<file path="src/rtl/line_reverse_xppc.sv">
// line_reverse_xppc: emits each video line in reversed pixel order (beats and lanes).
// Two line banks ping-pong: one is written while the other is read backwards.
//
// Handshake: on both AXI4-Stream ports a beat transfers on a rising clk edge where
// tvalid & tready are both 1. A source holds tdata/tuser/tlast stable while
// tvalid=1 and tready=0. tvalid never depends on tready. s_axis_tready depends
// only on registered state.
module line_reverse_xppc #(
  parameter int DATA_WIDTH            = 96,
  parameter int MAX_SAMPLES_PER_CLOCK = 4,
  parameter int PIXELS_PER_LINE       = 64
) (
  input  logic                  clk,
  input  logic                  rst,
  input  logic [DATA_WIDTH-1:0] s_axis_tdata,
  input  logic                  s_axis_tuser,
  input  logic                  s_axis_tlast,
  input  logic                  s_axis_tvalid,
  output logic                  s_axis_tready,
  output logic [DATA_WIDTH-1:0] m_axis_tdata,
  output logic                  m_axis_tuser,
  output logic                  m_axis_tlast,
  output logic                  m_axis_tvalid,
  input  logic                  m_axis_tready,
  output logic                  overflow,
  output logic [1:0]            dbg_rd_state
);

  localparam int PPC = MAX_SAMPLES_PER_CLOCK;
  localparam int L   = DATA_WIDTH / PPC;
  localparam int W   = PIXELS_PER_LINE / PPC;
  localparam int AW  = (W > 1) ? $clog2(W) : 1;

  typedef enum logic [1:0] {RD_IDLE = 2'd0, RD_READ = 2'd1, RD_DONE = 2'd2} rd_state_e;

  // Write side state. last_q holds the address of the final beat of a bank (len-1).
  logic                   rdy_en_q, rdy_en_d;
  logic                   wr_bank_q, wr_bank_d;
  logic [AW-1:0]          wr_addr_q, wr_addr_d;
  logic                   discard_q, discard_d;
  logic                   overflow_q, overflow_d;
  logic [1:0]             full_q, full_d, sof_q, sof_d;
  logic [1:0][AW-1:0]     last_q, last_d;
  logic [1:0]             close_set, release_clr;
  logic                   wr_fire, wr_en;

  // Read side state
  rd_state_e              rd_state_q, rd_state_d;
  logic                   rd_bank_q, rd_bank_d;
  logic [AW-1:0]          rd_addr_q, rd_addr_d;
  logic                   rd_en, rd_bank_sel, start_bank, slot_free;
  logic [AW-1:0]          rd_addr_sel;
  logic [2:0]             occ;
  logic                   pipe_v_q, pipe_v_d, pipe_user_q, pipe_user_d, pipe_last_q, pipe_last_d;

  // Output skid buffer
  logic [1:0][DATA_WIDTH-1:0] fifo_data_q, fifo_data_d;
  logic [1:0]             fifo_user_q, fifo_user_d, fifo_last_q, fifo_last_d;
  logic                   fifo_wp_q, fifo_wp_d, fifo_rp_q, fifo_rp_d;
  logic [1:0]             fifo_cnt_q, fifo_cnt_d;
  logic                   push, pop;
  logic [DATA_WIDTH-1:0]  rev_data;

  // Line storage: banks are the top address bit
  logic [DATA_WIDTH-1:0]  mem [2*W];
  logic [DATA_WIDTH-1:0]  rd_data_q;

  assign s_axis_tready = rdy_en_q & (discard_q | ~full_q[wr_bank_q]);
  assign wr_fire       = s_axis_tvalid & s_axis_tready;
  assign m_axis_tvalid = (fifo_cnt_q != 2'd0);
  assign m_axis_tdata  = fifo_data_q[fifo_rp_q];
  assign m_axis_tuser  = fifo_user_q[fifo_rp_q];
  assign m_axis_tlast  = fifo_last_q[fifo_rp_q];
  assign pop           = m_axis_tvalid & m_axis_tready;
  assign push          = pipe_v_q;
  assign overflow      = overflow_q;
  assign dbg_rd_state  = rd_state_q;
  assign full_d        = (full_q | close_set) & ~release_clr;

  // Write side: store beats, close banks on tlast or when the bank fills, drop overlong tails
  always_comb begin
    rdy_en_d   = 1'b1;
    wr_bank_d  = wr_bank_q;
    wr_addr_d  = wr_addr_q;
    discard_d  = discard_q;
    overflow_d = overflow_q;
    sof_d      = sof_q;
    last_d     = last_q;
    close_set  = 2'b00;
    wr_en      = 1'b0;
    if (wr_fire) begin
      if (discard_q) begin
        if (s_axis_tlast) discard_d = 1'b0;
      end else begin
        wr_en = 1'b1;
        if (wr_addr_q == '0) sof_d[wr_bank_q] = s_axis_tuser;
        if (s_axis_tlast || (wr_addr_q == AW'(W - 1))) begin
          close_set[wr_bank_q] = 1'b1;
          last_d[wr_bank_q]    = wr_addr_q;
          wr_bank_d            = ~wr_bank_q;
          wr_addr_d            = '0;
          if (!s_axis_tlast) begin
            overflow_d = 1'b1;
            discard_d  = 1'b1;
          end
        end else begin
          wr_addr_d = wr_addr_q + AW'(1);
        end
      end
    end
  end

  // Read side FSM: walk a full bank from its last address down to 0; DONE releases the
  // bank and may start the other bank in the same cycle so lines stream without a gap
  always_comb begin
    rd_state_d  = rd_state_q;
    rd_bank_d   = rd_bank_q;
    rd_addr_d   = rd_addr_q;
    release_clr = 2'b00;
    rd_en       = 1'b0;
    rd_bank_sel = rd_bank_q;
    rd_addr_sel = rd_addr_q;
    pipe_user_d = 1'b0;
    pipe_last_d = 1'b0;
    start_bank  = (rd_state_q == RD_DONE) ? ~rd_bank_q : rd_bank_q;
    occ         = {2'b00, pipe_v_q} + {1'b0, fifo_cnt_q};
    slot_free   = (occ < (3'd2 + {2'b00, pop}));
    case (rd_state_q)
      RD_READ: begin
        if (slot_free) begin
          rd_en       = 1'b1;
          pipe_last_d = (rd_addr_q == '0);
          if (rd_addr_q == '0) rd_state_d = RD_DONE;
          else                 rd_addr_d  = rd_addr_q - AW'(1);
        end
      end
      default: begin
        if (rd_state_q == RD_DONE) begin
          release_clr[rd_bank_q] = 1'b1;
          rd_bank_d              = ~rd_bank_q;
          rd_state_d             = RD_IDLE;
        end
        if (full_q[start_bank] && slot_free) begin
          rd_en       = 1'b1;
          rd_bank_sel = start_bank;
          rd_addr_sel = last_q[start_bank];
          rd_bank_d   = start_bank;
          pipe_user_d = sof_q[start_bank];
          if (last_q[start_bank] == '0) begin
            pipe_last_d = 1'b1;
            rd_state_d  = RD_DONE;
          end else begin
            rd_addr_d  = last_q[start_bank] - AW'(1);
            rd_state_d = RD_READ;
          end
        end
      end
    endcase
    pipe_v_d = rd_en;
  end

  // Lane reversal of the BRAM word on its way into the skid buffer
  always_comb begin
    rev_data = '0;
    for (int i = 0; i < PPC; i++) rev_data[L*i +: L] = rd_data_q[L*(PPC-1-i) +: L];
  end

  // Skid buffer: two entries, sized by the read-issue credit check above
  always_comb begin
    fifo_data_d = fifo_data_q;
    fifo_user_d = fifo_user_q;
    fifo_last_d = fifo_last_q;
    fifo_wp_d   = fifo_wp_q;
    fifo_rp_d   = fifo_rp_q;
    if (push) begin
      fifo_data_d[fifo_wp_q] = rev_data;
      fifo_user_d[fifo_wp_q] = pipe_user_q;
      fifo_last_d[fifo_wp_q] = pipe_last_q;
      fifo_wp_d              = ~fifo_wp_q;
    end
    if (pop) fifo_rp_d = ~fifo_rp_q;
    fifo_cnt_d = fifo_cnt_q + 2'(push) - 2'(pop);
  end

  // Control and datapath registers with synchronous reset
  always_ff @(posedge clk) begin
    if (rst) begin
      rdy_en_q    <= 1'b0;
      wr_bank_q   <= 1'b0;
      wr_addr_q   <= '0;
      discard_q   <= 1'b0;
      overflow_q  <= 1'b0;
      full_q      <= 2'b00;
      sof_q       <= 2'b00;
      last_q      <= '0;
      rd_state_q  <= RD_IDLE;
      rd_bank_q   <= 1'b0;
      rd_addr_q   <= '0;
      pipe_v_q    <= 1'b0;
      pipe_user_q <= 1'b0;
      pipe_last_q <= 1'b0;
      fifo_data_q <= '0;
      fifo_user_q <= 2'b00;
      fifo_last_q <= 2'b00;
      fifo_wp_q   <= 1'b0;
      fifo_rp_q   <= 1'b0;
      fifo_cnt_q  <= 2'd0;
    end else begin
      rdy_en_q    <= rdy_en_d;
      wr_bank_q   <= wr_bank_d;
      wr_addr_q   <= wr_addr_d;
      discard_q   <= discard_d;
      overflow_q  <= overflow_d;
      full_q      <= full_d;
      sof_q       <= sof_d;
      last_q      <= last_d;
      rd_state_q  <= rd_state_d;
      rd_bank_q   <= rd_bank_d;
      rd_addr_q   <= rd_addr_d;
      pipe_v_q    <= pipe_v_d;
      pipe_user_q <= pipe_user_d;
      pipe_last_q <= pipe_last_d;
      fifo_data_q <= fifo_data_d;
      fifo_user_q <= fifo_user_d;
      fifo_last_q <= fifo_last_d;
      fifo_wp_q   <= fifo_wp_d;
      fifo_rp_q   <= fifo_rp_d;
      fifo_cnt_q  <= fifo_cnt_d;
    end
  end

  // Line bank RAM: one write port, one registered read port
  always_ff @(posedge clk) begin
    if (wr_en) mem[{wr_bank_q, wr_addr_q}] <= s_axis_tdata;
    if (rd_en) rd_data_q <= mem[{rd_bank_sel, rd_addr_sel}];
  end

endmodule

</file>
<file path="config.mk">
export PLATFORM = sky130hd
export DESIGN_NAME = line_reverse_xppc
export DESIGN_NICKNAME = d
export VERILOG_FILES = /design/src/rtl/line_reverse_xppc.sv
export SDC_FILE = /design/constraint.sdc
export NUM_CORES = 2
export LEC_CHECK = 0
export BUFFER_PORTS_ARGS = -buffer_cell sky130_fd_sc_hd__buf_2
export CAP_MARGIN = 20
export CELL_PAD_IN_SITES_DETAIL_PLACEMENT = 1
export CELL_PAD_IN_SITES_GLOBAL_PLACEMENT = 2
export CORE_MARGIN = 3
export CORE_UTILIZATION = 45
export DETAILED_ROUTE_END_ITERATION = 8
export PLACE_DENSITY = 0.76
export SLEW_MARGIN = 20
export SYNTH_ARGS = -nofsm -noshare
export SYNTH_HDL_FRONTEND = slang
export SYNTH_SLANG_ARGS = --single-unit
</file>
<file path="constraint.sdc">
create_clock -name clk -period 29.9 [get_ports clk]
set_clock_uncertainty 0.15 [all_clocks]
set_input_delay 1.495 -clock clk [delete_from_list [all_inputs] [get_ports clk]]
set_output_delay 1.495 -clock clk [all_outputs]
set_load 0.005 [all_outputs]
</file>
### Word level (Yosys, flattened, before mapping)

Memories as Yosys holds them, arrays and structs flattened. A register that Yosys moved wholly into a read port is not among the register bits.
Index checks and enable logic that the tools add are counted.

| word-level totals | value |
|---|---|
| flip-flop bits (word level) | 230 |
| bits in writable memories | 3072 |
| input bits | 102 |
| output and inout port bits | 103 |
| word-level logic and storage cells | 145 |
| memories | 1 |

Memory list:

| name | depth | bits a word | read ports | clocked after memory_dff | wr ports | RTL line | RTL |
|---|---|---|---|---|---|---|---|
| mem | 32 | 96 | 1 | 1 | 1 | 65 | `logic [DATA_WIDTH-1:0] mem [2*W];` |

| operators by class | value |
|---|---|
| $add $sub $neg | 7 |
| $lt $le $gt $ge | 9 |
| equal/unequal tests | 7 |
| multiplexer cells | 66 |
| bitwise operators | 15 |
| reduce and logical (&&, ||, !) cells | 18 |

Operators with widths:

| cell | number |
|---|---|
| $mux W96 | 3 |
| $bwmux W192 | 1 |
| $demux W96 S1 | 1 |
| $mux W4 | 11 |
| $mux W1 | 31 |
| $mux W2 | 11 |
| $logic_not A4 Y1 | 3 |
| $lt A1 B2 Y1 const B | 5 |
| $reduce_and A3 Y1 | 3 |
| $bwmux W8 | 1 |
| $not A1 Y1 | 8 |
| $reduce_and A4 Y1 | 2 |
| $sub A4 B1 Y4 const B | 2 |
| $bwmux W2 | 3 |
| $ne A2 B2 Y1 const B | 3 |
| $add A4 B1 Y4 const B | 1 |
| $demux W4 S1 | 1 |
| $eq A4 B4 Y1 const B | 1 |
| $logic_and A1 B1 Y1 | 4 |
| $reduce_bool A2 Y1 | 2 |
| $add A1 B2 Y3 | 1 |
| $add A2 B1 Y3 const A | 1 |
| $and A1 B1 Y1 | 3 |
| $demux W1 S1 | 3 |
| other kinds (15) | 17 |

### Logic depth before layout (Yosys ltp)

| depth | value |
|---|---|
| depth in word-level cells | 9 |
| depth in mapped cells | 16 |
| gate-level depth less buffers | 11 |

### Worst setup path after synthesis

No wires, ideal clock.

| path | value |
|---|---|
| kind | input to register |
| start point | input m_axis_tready |
| end point | register rd_addr_q[3] |
| library setup time | 128 ps |
| data arrival time | 11440 ps |
| required time | 29622 ps |
| slack | 18182 ps |
| stages on the path | 8 |
| path buffers | 1 |
| cells stage by stage | o21ai_1 -> o21a_1 -> buf_2 -> a211oi_1 -> o211ai_1 -> a21o_1 -> a22oi_1 -> nor2_1 |

| on the way | value |
|---|---|
| cells in the longest elaborated chain, start to end | 6 |
| elaborated cells between the ends (all ways) | 7 |
| classes of those cells | add/sub: 1; order compare: 1; eq/ne: 1; bitwise: 1; reduce/logical: 3 |

RTL lines:

| element | RTL line | RTL |
|---|---|---|
| start: declaration | 24 | `input logic m_axis_tready,` |
| $and A1 B1 Y1 * | 74 | `assign pop = m_axis_tvalid & m_axis_tready;` |
| $add A2 B1 Y3 * | 127 | `slot_free = (occ < (3'd2 + {2'b00, pop}));` |
| $lt A3 B3 Y1 * | 127 |  |
| $logic_and A1 B1 Y1 | 143 | `if (full_q[start_bank] && slot_free) begin` |
| $reduce_bool A2 Y1 (no line) | - |  |
| $reduce_and A4 Y1 (no line) * | - |  |
| end signal: assignment | 219 | `rd_addr_q <= rd_addr_d;` |
| end: declaration | 50 | `logic [AW-1:0] rd_addr_q, rd_addr_d;` |

Mark *: on every way between the ends. The rest lies on a longest branch, timed or not.
A chain may end at the register's enable or synchronous reset.

### Worst setup path in the final report

| path | value |
|---|---|
| start point | register rd_state_q[0], in the netlist dbg_rd_state[0] |
| end point | register rd_data_q[84], read port of mem, data pin |

| on the way | value |
|---|---|
| cells in the longest elaborated chain, start to end | 7 |
| elaborated cells between the ends (all ways) | 14 |
| classes of those cells | eq/ne: 2; mux: 11; reduce/logical: 1 |

RTL lines:

| element | RTL line | RTL |
|---|---|---|
| start: declaration | 48 | `rd_state_e rd_state_q, rd_state_d;` |
| start signal: assignment | 217 | `rd_state_q <= rd_state_d;` |
| $eq A2 B2 Y1 | 125 | `start_bank = (rd_state_q == RD_DONE) ? ~rd_bank_q : rd_bank_q;` |
| $mux W1 | - |  |
| $mux W1 (implied by the code) (2 in a row) | 143 |  |
| $logic_and A1 B1 Y1 | 143 |  |
| $mux W4 or $mux W1 (tied branches) | 143 |  |
| $mux W4 or $mux W1 (tied branches) | 128 | `case (rd_state_q)` |
| end: declaration | 66 | `logic [DATA_WIDTH-1:0] rd_data_q;` |

Several ways; a longest one is shown, not always the timed one. The select of a mux whose other input is x is not followed.

==> results.yml <==
outcome:
  outcome: "complete, no violations"
synth:
  netlist.area_leader.share: 0.722
  syn-num-nets: 8787
  syn_area_per_cell_um2: 15.2
  ys_types: 58
  netlist_instances: 8672
  synth.largest_area_cell: "edfxtp_1"
  synth_edf_count: 3168
  ys_ff_latch: 3398
  yosysWarnings: 0
  async_flop_share: 0
  ys_seq_area_frac: 0.757
  synth_area_um2: 132000
  synth_top_flop_cell: "edfxtp_1"
  synthTopCellsByArea: "edfxtp_1, mux2i_1, nand2_1"
critical_path:
  critPathMaxFanout: 148
  crit_path_start: "dbg_rd_state[0]$_SDFFE_PP0P_"
  end_kind: "flop"
  critPathArrivalTime_ns: 11.56
  reg2reg_from: "dbg_rd_state[0]$_SDFFE_PP0P_"
  worst_setup_path_start_kind: "flop"
  crit_type: "flop to flop"
  worstPathRequired_ns: 30.47
power:
  peakVddDrop_v: 0.0000472
  power.density_nw_per_um2: 73.3
  leakage_nw: 52.3
drt:
  drc_errors: 0
  first_iter_violations: 9516
  wl_mm: 431
  dr.pass1.iters: 6
  ant_nets: 0
  routedWlPerCell_um: 33.1
  avgViaCountPerCell: 6.36
  dr_total_vias: 82808
min_path:
  hp-class: "flop to flop"
  min-delay-start: "fifo_data_q[184]$_SDFFE_PP0P_"
sta:
  setup-violations-final: 0
  finalHoldWorstSlack_ns: 0.303
  hold_viol: 0
  fin_crit_ns: 10.99
  period_share: 0.367
  fin_ws_ns: 18.91
  setup_tns_ns: 0
  rsz0062_at_grt: "false"
  worst_pin_slew_ns: 1.25
  slew-limit-headroom: 0.168
  fmax_ghz: 0.0910
  finalMaxSlewViolations: 0
grt:
  gr-usage-all-layers: 0.280
  grt_pass1_wl_mm: 614
  grt_max_degree: 156
  grt_pass1_vias: 84161
  antenna_found_initial: 40
  grt_overflow: 0
cts:
  cts_made_buffers: 360
  clock_sinks: 3398
  insertion_delay_ns: 0.95
  clk_path_buf_depth: 4
  cts_hold_buf: 0
  cts_resized: 0
  clock-root-buffer: "clkbuf_16"
  htree_levels: 5
  path_clk_slew_ns: 0.06
  cts_setup_buffers: 0
  cts_tree: "yes"
final_layout:
  final_util: 0.511
  syn2layout_area_growth_pct: 12.9
  final_area_um2: 149000
  drive_gt1_frac: 0.121
  layout.nets: 8917
placed_design:
  dpl_cell_area_um2: 137000
  io_buffer_count: 204
  pre_cts_slack_ns: 18.92
  place.gp.congestion: 0.799
  dp_hpwl_mm: 219
die:
  fp.dieH_um: 547
  io_pins: 205
  die_area_um2: 299000
  std_cell_rows: 198
  initial_core_util: 0.453
  core-area_um2: 291000
  fp.dieW_um: 547
job:
  maxCapViolCount: 0
[layer usage]
metal  up-vias  wire, um  GRT usage
met2      3755    206000      0.460
met1     43986    175000      0.387
li1      34194         -          -
met3       863     34500     0.0372
met4        10     15600     0.0957
met5         -        68          0
[Yosys cell counts, drive strengths merged, types with 3 or more instances]
library cell  instances
nor2b                 4
nand4                 3
nand2b                3
o31ai                91
ha                   13
o221ai              185
o32ai                89
nand3b                3
nor2                 65
or3                   3
nand3               195
edfxtp             3168
nor4                  4
xnor2                 3
a311oi                3
o21ai                19
clkbuf              455
a21oi               590
inv                  11
or2                   3
and2                  5
o21a                  3
o211ai                5
a31oi                96
and3                274
buf                 174
mux2                101
nand2              1459
a211oi              366
o22ai                18
nor3                  8
a22oi               179
a21o                  3
xor2                  5
a32oi               117
dfxtp               230
mux2i               614
a2111oi              89
[cells by family after synthesis]
| logic type | after synthesis | share of synthesized area |
|---|---|---|
| simple gates | 2034 | 0.0658 |
| mux | 716 | 0.0555 |
| buf+inv | 641 | 0.0200 |
| flops | 3398 | 0.757 |
| xor+xnor | 8 | 0.000532 |
| fa+ha+maj | 13 | 0.00123 |
| compound gates | 1862 | 0.0999 |
[through the flow]
| step | power (mW) | instances |
|---|---|---|
| final | 10.9 | 13011 |
| after global routing | 11.3 | 12995 |
| after CTS | 11.0 | 12988 |
| after detailed placement | 6.63 | 12337 |
| after global placement | 6.59 | 12330 |
| after floorplan | 6.13 | 8672 |
[worst paths after layout]
check | endpoint | slack, ns | cells after the start
setup / recovery | rd_data_q[84]$_DFFE_PP_ | 18.91 | 17
hold / removal | fifo_data_q[184]$_SDFFE_PP0P_ | 0.30 | 2
setup reg to reg | rd_data_q[84]$_DFFE_PP_ | 18.91 | 17
hold reg to reg | fifo_data_q[184]$_SDFFE_PP0P_ | 0.30 | 2
[area by class of cell]
class | count | area (um^2)
clock inverter | 199 | 1890
clock buffer | 452 | 9560
timing repair buffer | 397 | 2780
antenna | 20 | 50.0
inverter | 12 | 45.0
sequential | 3398 | 99700
fill | 27718 | 142000
tap | 3900 | 4880
multi-input combinational | 4633 | 29800
[state kept, by name, indices dropped and copies added, names as in the netlist]
name	flops
sof_q	2
wr_addr_q	4
fifo_last_q	2
full_q	2
pipe_user_q	1
fifo_user_q	2
pipe_v_q	1
last_q	8
rdy_en_q	1
fifo_wp_q	1
dbg_rd_state	2
fifo_cnt_q	2
fifo_rp_q	1
mem	3072
discard_q	1
pipe_last_q	1
fifo_data_q	192
rd_bank_q	1
rd_data_q	96
overflow	1
wr_bank_q	1
rd_addr_q	4
[power by group]
| part | internal, mW | switching [mW] |
|---|---|---|
| combinational | 0.364 | 0.862 |
| clock | 2.48 | 1.90 |
| sequential | 5.26 | 0.0417 |
[critical path, cell delays in order, from the launching register on]
cell and delay [ns]:
dfxtp_1 0.39, inv_1 0.06, ha_1 0.22, ha_1 0.65, mux2i_1 0.29, or3_1 0.51, or3_4 0.61, nand2_8 0.71
buf_4 0.83, buf_4 0.92, buf_4 0.88, buf_12 0.56, buf_4 0.86, buf_4 0.96, mux2i_1 0.16, a2111oi_0 0.71
o32ai_1 0.21, a211oi_1 0.26
[cells in the final DEF, fill, tap and decap left out, types with 34 or more instances in the layout]
cell type | synthesis | final
a211oi_1 | 346 | 345
clkbuf_16 | 0 | 364
buf_2 | 134 | 203
a21oi_1 | 590 | 589
clkinv_1 | 1 | 73
nor2_4 | 0 | 34
dfxtp_1 | 230 | 229
a31oi_1 | 95 | 94
and3_1 | 274 | 274
edfxtp_1 | 3168 | 3168
a2111oi_0 | 69 | 65
clkinv_2 | 0 | 65
mux2i_1 | 614 | 614
o221ai_1 | 185 | 185
nand2_1 | 1458 | 1454
buf_4 | 14 | 169
o31ai_1 | 91 | 90
nand3_1 | 195 | 195
mux2_2 | 101 | 101
a32oi_1 | 117 | 117
o32ai_1 | 89 | 89
a22oi_1 | 179 | 179
clkbuf_1 | 455 | 76
No activity file was read; power rests on OpenSTA's default activity.
